## src/rtl/fft_pkg.sv

```systemverilog
// Shared FFT datapath types and sizing for the CBFP stage-0 reorder buffer.
package fft_pkg;

  localparam int unsigned DATA_WIDTH = 13;
  localparam int unsigned LANES      = 16;
  localparam int unsigned BEATS      = 4;
  localparam int unsigned BEAT_W     = $clog2(BEATS);
  localparam int unsigned LANE_W     = $clog2(LANES);

  typedef logic signed [DATA_WIDTH-1:0] sample_t;
  typedef sample_t [0:LANES-1] lane_vec_t;

  typedef enum logic {
    RD_IDLE = 1'b0,
    RD_READ = 1'b1
  } rd_state_e;

endpackage

```

## src/rtl/cbfp0_reorder_bank.sv

```systemverilog
// One BEATS x LANES complex register bank: row-wise write port and a
// combinational transposed read port selecting column rd_col.
module cbfp0_reorder_bank
  import fft_pkg::*;
(
  input  logic              clk,
  input  logic              we,
  input  logic [BEAT_W-1:0] wr_row,
  input  lane_vec_t         wr_real,
  input  lane_vec_t         wr_imag,
  input  logic [BEAT_W-1:0] rd_col,
  output lane_vec_t         rd_real_c,
  output lane_vec_t         rd_imag_c
);

  lane_vec_t   real_q [BEATS];
  lane_vec_t   imag_q [BEATS];
  lane_vec_t   real_d [BEATS];
  lane_vec_t   imag_d [BEATS];
  int unsigned idx;

  always_comb begin
    real_d = real_q;
    imag_d = imag_q;
    if (we) begin
      real_d[wr_row] = wr_real;
      imag_d[wr_row] = wr_imag;
    end
  end

  // Storage is deliberately not reset; the control path tracks validity.
  always_ff @(posedge clk) begin
    real_q <= real_d;
    imag_q <= imag_d;
  end

  // Output lane l of column k holds stored sample index BEATS*l + k.
  always_comb begin
    rd_real_c = '0;
    rd_imag_c = '0;
    idx       = 0;
    for (int unsigned l = 0; l < LANES; l++) begin
      idx = BEATS * l + 32'(rd_col);
      rd_real_c[LANE_W'(l)] = real_q[BEAT_W'(idx / LANES)][LANE_W'(idx % LANES)];
      rd_imag_c[LANE_W'(l)] = imag_q[BEAT_W'(idx / LANES)][LANE_W'(idx % LANES)];
    end
  end

endmodule

```

## src/rtl/cbfp0_reorder_buf.sv

```systemverilog
// Ping-pong reorder buffer: collects 4x16-sample blocks from the stage-0
// CBFP normaliser and re-emits them transposed (stride-4) for step-1.
module cbfp0_reorder_buf
  import fft_pkg::*;
(
  input  logic              clk,
  input  logic              rst,
  input  logic              din_valid,
  input  logic              flush,
  input  lane_vec_t         bfly02_real,
  input  lane_vec_t         bfly02_imag,
  output logic              valid_out,
  output logic              frame_start,
  output logic [BEAT_W-1:0] beat_idx,
  output lane_vec_t         dout_real,
  output lane_vec_t         dout_imag
);

  logic [BEAT_W-1:0] wr_cnt_q, wr_cnt_d;
  logic              wr_bank_q, wr_bank_d;
  rd_state_e         state_q, state_d;
  logic [BEAT_W-1:0] rd_cnt_q, rd_cnt_d;
  logic              rd_bank_q, rd_bank_d;
  logic              valid_q, valid_d;
  logic              frame_start_q, frame_start_d;
  logic [BEAT_W-1:0] beat_idx_q, beat_idx_d;
  lane_vec_t         dout_real_q, dout_real_d;
  lane_vec_t         dout_imag_q, dout_imag_d;

  logic              wr_fire_c;
  logic              rd_req_c;
  logic              reading_c;
  lane_vec_t         bank_real_c [2];
  lane_vec_t         bank_imag_c [2];

  for (genvar g = 0; g < 2; g++) begin : g_bank
    cbfp0_reorder_bank u_bank (
      .clk       (clk),
      .we        (wr_fire_c && (wr_bank_q == 1'(g))),
      .wr_row    (wr_cnt_q),
      .wr_real   (bfly02_real),
      .wr_imag   (bfly02_imag),
      .rd_col    (rd_cnt_q),
      .rd_real_c (bank_real_c[g]),
      .rd_imag_c (bank_imag_c[g])
    );
  end

  // Write side: a flush cycle swallows any beat presented with it.
  always_comb begin
    wr_fire_c = din_valid && !flush;
    rd_req_c  = wr_fire_c && (wr_cnt_q == BEAT_W'(BEATS - 1));
    wr_cnt_d  = wr_cnt_q;
    wr_bank_d = wr_bank_q;
    if (flush) begin
      wr_cnt_d = '0;
    end else if (wr_fire_c) begin
      wr_cnt_d = rd_req_c ? '0 : wr_cnt_q + BEAT_W'(1);
      if (rd_req_c) wr_bank_d = !wr_bank_q;
    end
  end

  // Read FSM; a request on the final read beat chains with no bubble.
  always_comb begin
    state_d   = state_q;
    rd_cnt_d  = rd_cnt_q;
    rd_bank_d = rd_bank_q;
    case (state_q)
      RD_IDLE: begin
        if (rd_req_c) begin
          state_d   = RD_READ;
          rd_cnt_d  = '0;
          rd_bank_d = wr_bank_q;
        end
      end
      RD_READ: begin
        if (rd_cnt_q == BEAT_W'(BEATS - 1)) begin
          rd_cnt_d = '0;
          if (rd_req_c) begin
            rd_bank_d = wr_bank_q;
          end else begin
            state_d = RD_IDLE;
          end
        end else begin
          rd_cnt_d = rd_cnt_q + BEAT_W'(1);
        end
      end
      default: state_d = RD_IDLE;
    endcase
    if (flush) begin
      state_d  = RD_IDLE;
      rd_cnt_d = '0;
    end
  end

  always_comb begin
    reading_c     = (state_q == RD_READ) && !flush;
    valid_d       = reading_c;
    frame_start_d = reading_c && (rd_cnt_q == '0);
    beat_idx_d    = reading_c ? rd_cnt_q : '0;
    dout_real_d   = '0;
    dout_imag_d   = '0;
    if (reading_c) begin
      dout_real_d = bank_real_c[rd_bank_q];
      dout_imag_d = bank_imag_c[rd_bank_q];
    end
  end

  always_ff @(posedge clk or posedge rst) begin
    if (rst) begin
      wr_cnt_q      <= '0;
      wr_bank_q     <= 1'b0;
      state_q       <= RD_IDLE;
      rd_cnt_q      <= '0;
      rd_bank_q     <= 1'b0;
      valid_q       <= 1'b0;
      frame_start_q <= 1'b0;
      beat_idx_q    <= '0;
      dout_real_q   <= '0;
      dout_imag_q   <= '0;
    end else begin
      wr_cnt_q      <= wr_cnt_d;
      wr_bank_q     <= wr_bank_d;
      state_q       <= state_d;
      rd_cnt_q      <= rd_cnt_d;
      rd_bank_q     <= rd_bank_d;
      valid_q       <= valid_d;
      frame_start_q <= frame_start_d;
      beat_idx_q    <= beat_idx_d;
      dout_real_q   <= dout_real_d;
      dout_imag_q   <= dout_imag_d;
    end
  end

  // A new block may only complete while idle or on the last read beat.
  always @(posedge clk) begin
    if (!rst && rd_req_c && (state_q == RD_READ))
      assert (rd_cnt_q == BEAT_W'(BEATS - 1));
  end

  assign valid_out   = valid_q;
  assign frame_start = frame_start_q;
  assign beat_idx    = beat_idx_q;
  assign dout_real   = dout_real_q;
  assign dout_imag   = dout_imag_q;

endmodule

```

## config.mk

```make
export PLATFORM = sky130hd
export DESIGN_NAME = cbfp0_reorder_buf
export DESIGN_NICKNAME = d
export VERILOG_FILES = /design/src/rtl/fft_pkg.sv /design/src/rtl/cbfp0_reorder_bank.sv /design/src/rtl/cbfp0_reorder_buf.sv
export SDC_FILE = /design/constraint.sdc
export NUM_CORES = 2
export LEC_CHECK = 0
export BUFFER_PORTS_ARGS = -buffer_cell sky130_fd_sc_hd__buf_2
export CORE_MARGIN = 1
export CORE_UTILIZATION = 65
export DETAILED_ROUTE_END_ITERATION = 6
export GPL_ROUTABILITY_DRIVEN = 0
export HOLD_SLACK_MARGIN = 0.12
export PLACE_DENSITY = 0.91
export SLEW_MARGIN = 40
export SYNTH_ARGS = -nofsm -noshare
export SYNTH_HDL_FRONTEND = slang
export SYNTH_HIERARCHICAL = 1
export SYNTH_SLANG_ARGS = --single-unit
```

## constraint.sdc

```tcl
create_clock -name clk -period 71.8 [get_ports clk]
set_input_delay 7.18 -clock clk [delete_from_list [all_inputs] [get_ports clk]]
set_output_delay 7.18 -clock clk [all_outputs]
set_load 0.01 [all_outputs]
```

==> results.ini <==
[yosys]
ys_seq_elements=3755
synthSimpleGateAreaFrac_pct=2.555
yosys.area.top_type=edfxtp_1
synth_xor_area_share_pct=0.01254
seq_area_frac_synth_pct=79.17
synth_edf_count=3328
synth_top_family_by_area=multiplexers
synth_top_area_share_pct=71.52
synth_compound_area_share_pct=0.01343
synth_most_common_cell=edfxtp_1
synth_warnings=6
synthAdderAreaFrac_pct=0.02686
syn_area_per_cell_sq_um=24.36
ys_top_cells_by_area=edfxtp_1, mux4_2, dfrtp_1, mux2i_1, nor2_4
synthesis.nets=6159
synthTopCellsByCount=edfxtp_1, mux4_2, dfrtp_1
muxShareOfSynthArea_pct=16.41
synth_top_flop_cell=edfxtp_1
synth_cell_types=30
synthCells=5736
synth.cell_area_sq_um=139700
async_flop_share_pct=11.37

[sta]
grt_setup_unrepaired=no
finClkSkew_ps=124.7
setup_viol=0
fin_setup_tns_ps=0
slew_headroom_pct=40.10
slew_viol_final=0
worst_pin_slew_ps=898.5
fmax_mhz=95.64
hold_violations=0
fin_crit_ps=10460
hold-worst-slack_ps=615.8
setup_ws_ps=61340
finalCritPeriodShare_pct=14.56

[clocking]
clk_pin_slew_worst_paths_ps=70
cts_buffer_depth=4
cts_setup_buffers=0
ctsResizeCount=0
cts_hold_buffers=0
cts-buffers-inserted=362
clock_latency_ps=1020
cts_max_level=5
cts_root_buf=clkbuf_16
cts_tree=yes
clock_sinks=3755

[worst_setup_path]
cp_max_fo=69
r2r_cells=8
ff2ff_setup_slack_ps=66940
crit_path_start_kind=input port
worstReg2RegEnd=dout_imag[0]$_DFF_PP0_
cp.arrival_ps=11030
rr_startpoint=rd_cnt_q[1]$_DFFE_PP0P_
cp.required_ps=72370
cp-end-kind=register
crit_type=in -> reg

[drt]
wirelength_um=384900
drt-pass1-iter-count=6
vias=69663
route.detailed.drc=0
vias_per_cell=6.980
wl_per_cell_um=38.57
drt_iter0_markers=10308
postRouteAntennaNets=0

[layout]
n_fill_cell=10112
finalNonFillerCells=9980
fin_util_pct=74.46
multi_input_area_sq_um=26610
drive_above_1_share_pct=36.86
regArea_sq_um=110600
fin_area_sq_um=158500
nets=7201
area_delta_synth_final_pct=13.46

[global_routing]
grt_usage_pct=34.54
grt-ovfl-total=0
grt_max_degree=154
antenna_found_initial=107
grt_pass1_wl_um=526000
grt_pass1_vias=71652

[die]
ioPinCount=840
initial_core_util_pct=65.62
die_y_um=465.7
core_region_area_sq_um=212900
rows=169
die_area_sq_um=216800
die_width_um=465.7

[place]
hpwl_um=198500
dp_slack_ps=59800
io_buffers=839
place_area_sq_um=146300
place_inst=9225

[power]
p_per_area_nw_per_um2=29.09
report.power.total_mw=4.612
vdd_drop_max_mv=0.02778
p_leak_nw=52.23

[run]
max-cap-violations=0

[min_path]
hp-class=reg -> reg
hp-start=wr_bank_q$_DFFE_PP0P_
hold_depth=1
min_to=wr_bank_q$_DFFE_PP0P_

[outcome]
outcome=completed

[layout by cell type (no fill, tap or decap), types with 2 or more instances in the layout]
cell type / netlist / final
a21oi_1: 2 / 2
and3_4: 0 / 2
and3b_4: 0 / 4
buf_12: 37 / 24
buf_16: 0 / 14
buf_2: 91 / 839
buf_4: 61 / 27
buf_6: 67 / 52
bufinv_16: 0 / 32
clkbuf_1: 12 / 70
clkbuf_16: 0 / 372
clkbuf_8: 0 / 22
clkinv_1: 0 / 62
clkinv_2: 0 / 67
clkinv_4: 0 / 5
clkinv_8: 0 / 4
clkinvlp_4: 0 / 14
dfrtp_1: 427 / 424
dfrtp_4: 0 / 3
diode_2: 0 / 92
edfxtp_1: 3328 / 3328
ha_1: 3 / 3
inv_1: 3 / 2
inv_6: 0 / 6
mux2i_1: 417 / 416
mux4_2: 832 / 832
nand2_1: 2 / 2
nand3b_1: 2 / 2
nor2_1: 142 / 142
nor2_2: 49 / 49
nor2_4: 230 / 230
nor2b_1: 2 / 2
nor3b_2: 0 / 2
xnor2_1: 2 / 2
[metal layers]
metal | GRT usage, % | share of wire, % | vias to the layer above
met3 | 6.825 | 11 | 1343
met4 | 18.99 | 6.7 | 34
met5 | 0 | 0.051 | -
met1 | 42.34 | 31 | 35951
met2 | 58.42 | 51 | 6470
li1 | - | - | 25865
[logic make-up (layout without fill, tap and decap cells)]
kind of cell,after synthesis,count (layout)
flops,3755,3755
mux,1250,1250
simple gates,440,440
buf+inv,283,1614
fa+ha+maj,3,3
compound gates,3,3
xor+xnor,2,2
other cells,0,92
[power by group]
part / switching, mW / internal (mW) / total [mW]
Combinational: 0.142 / 0.0576 / 0.200
Sequential: 0.0232 / 2.44 / 2.47
Clock: 0.859 / 1.09 / 1.95
[sequential cells by signal (all words and copies together) (netlist names)]
register and flops:
dout_imag 208, rd_bank_q 1, g_bank.u_bank/imag_q 1664, wr_bank_q 1
frame_start 1, dout_real 208, rd_cnt_q 2, wr_cnt_q 2
valid_out 1, beat_idx 2, g_bank.u_bank/real_q 1664, state_q 1
[worst max-delay path, stage by stage]
cell     delay [ps]
buf_2           170
nor3b_1         580
and3b_4         780
buf_6           650
buf_6           600
buf_4           790
[how the worst max path moves through the flow]
stage	from	endpoint	slack, ps	cells after the start
2_1_floorplan	flush	g_bank[0].u_bank/imag_q[624]$_DFFE_PP_	32510	3
3_3_place_gp	flush	g_bank[0].u_bank/real_q[624]$_DFFE_PP_	60420	7
3_5_place_dp	flush	g_bank[0].u_bank/real_q[663]$_DFFE_PP_	59800	7
4_1_cts	flush	g_bank[0].u_bank/real_q[656]$_DFFE_PP_	60820	7
5_1_grt	flush	g_bank[0].u_bank/imag_q[305]$_DFFE_PP_	61230	6
6_report	flush	g_bank[0].u_bank/imag_q[305]$_DFFE_PP_	61340	6
[layout make-up]
| type | instances | share of cell area (%) |
|---|---|---|
| clock buffer | 463 | 6.220 |
| antenna | 92 | 0.1452 |
| sequential | 3755 | 69.78 |
| tap | 2821 | 2.226 |
| timing repair buffer | 957 | 3.700 |
| inverter | 4 | 0.01421 |
| multi-input combinational | 1698 | 16.78 |
| clock inverter | 190 | 1.132 |
(Power assumes the default switching activity.)
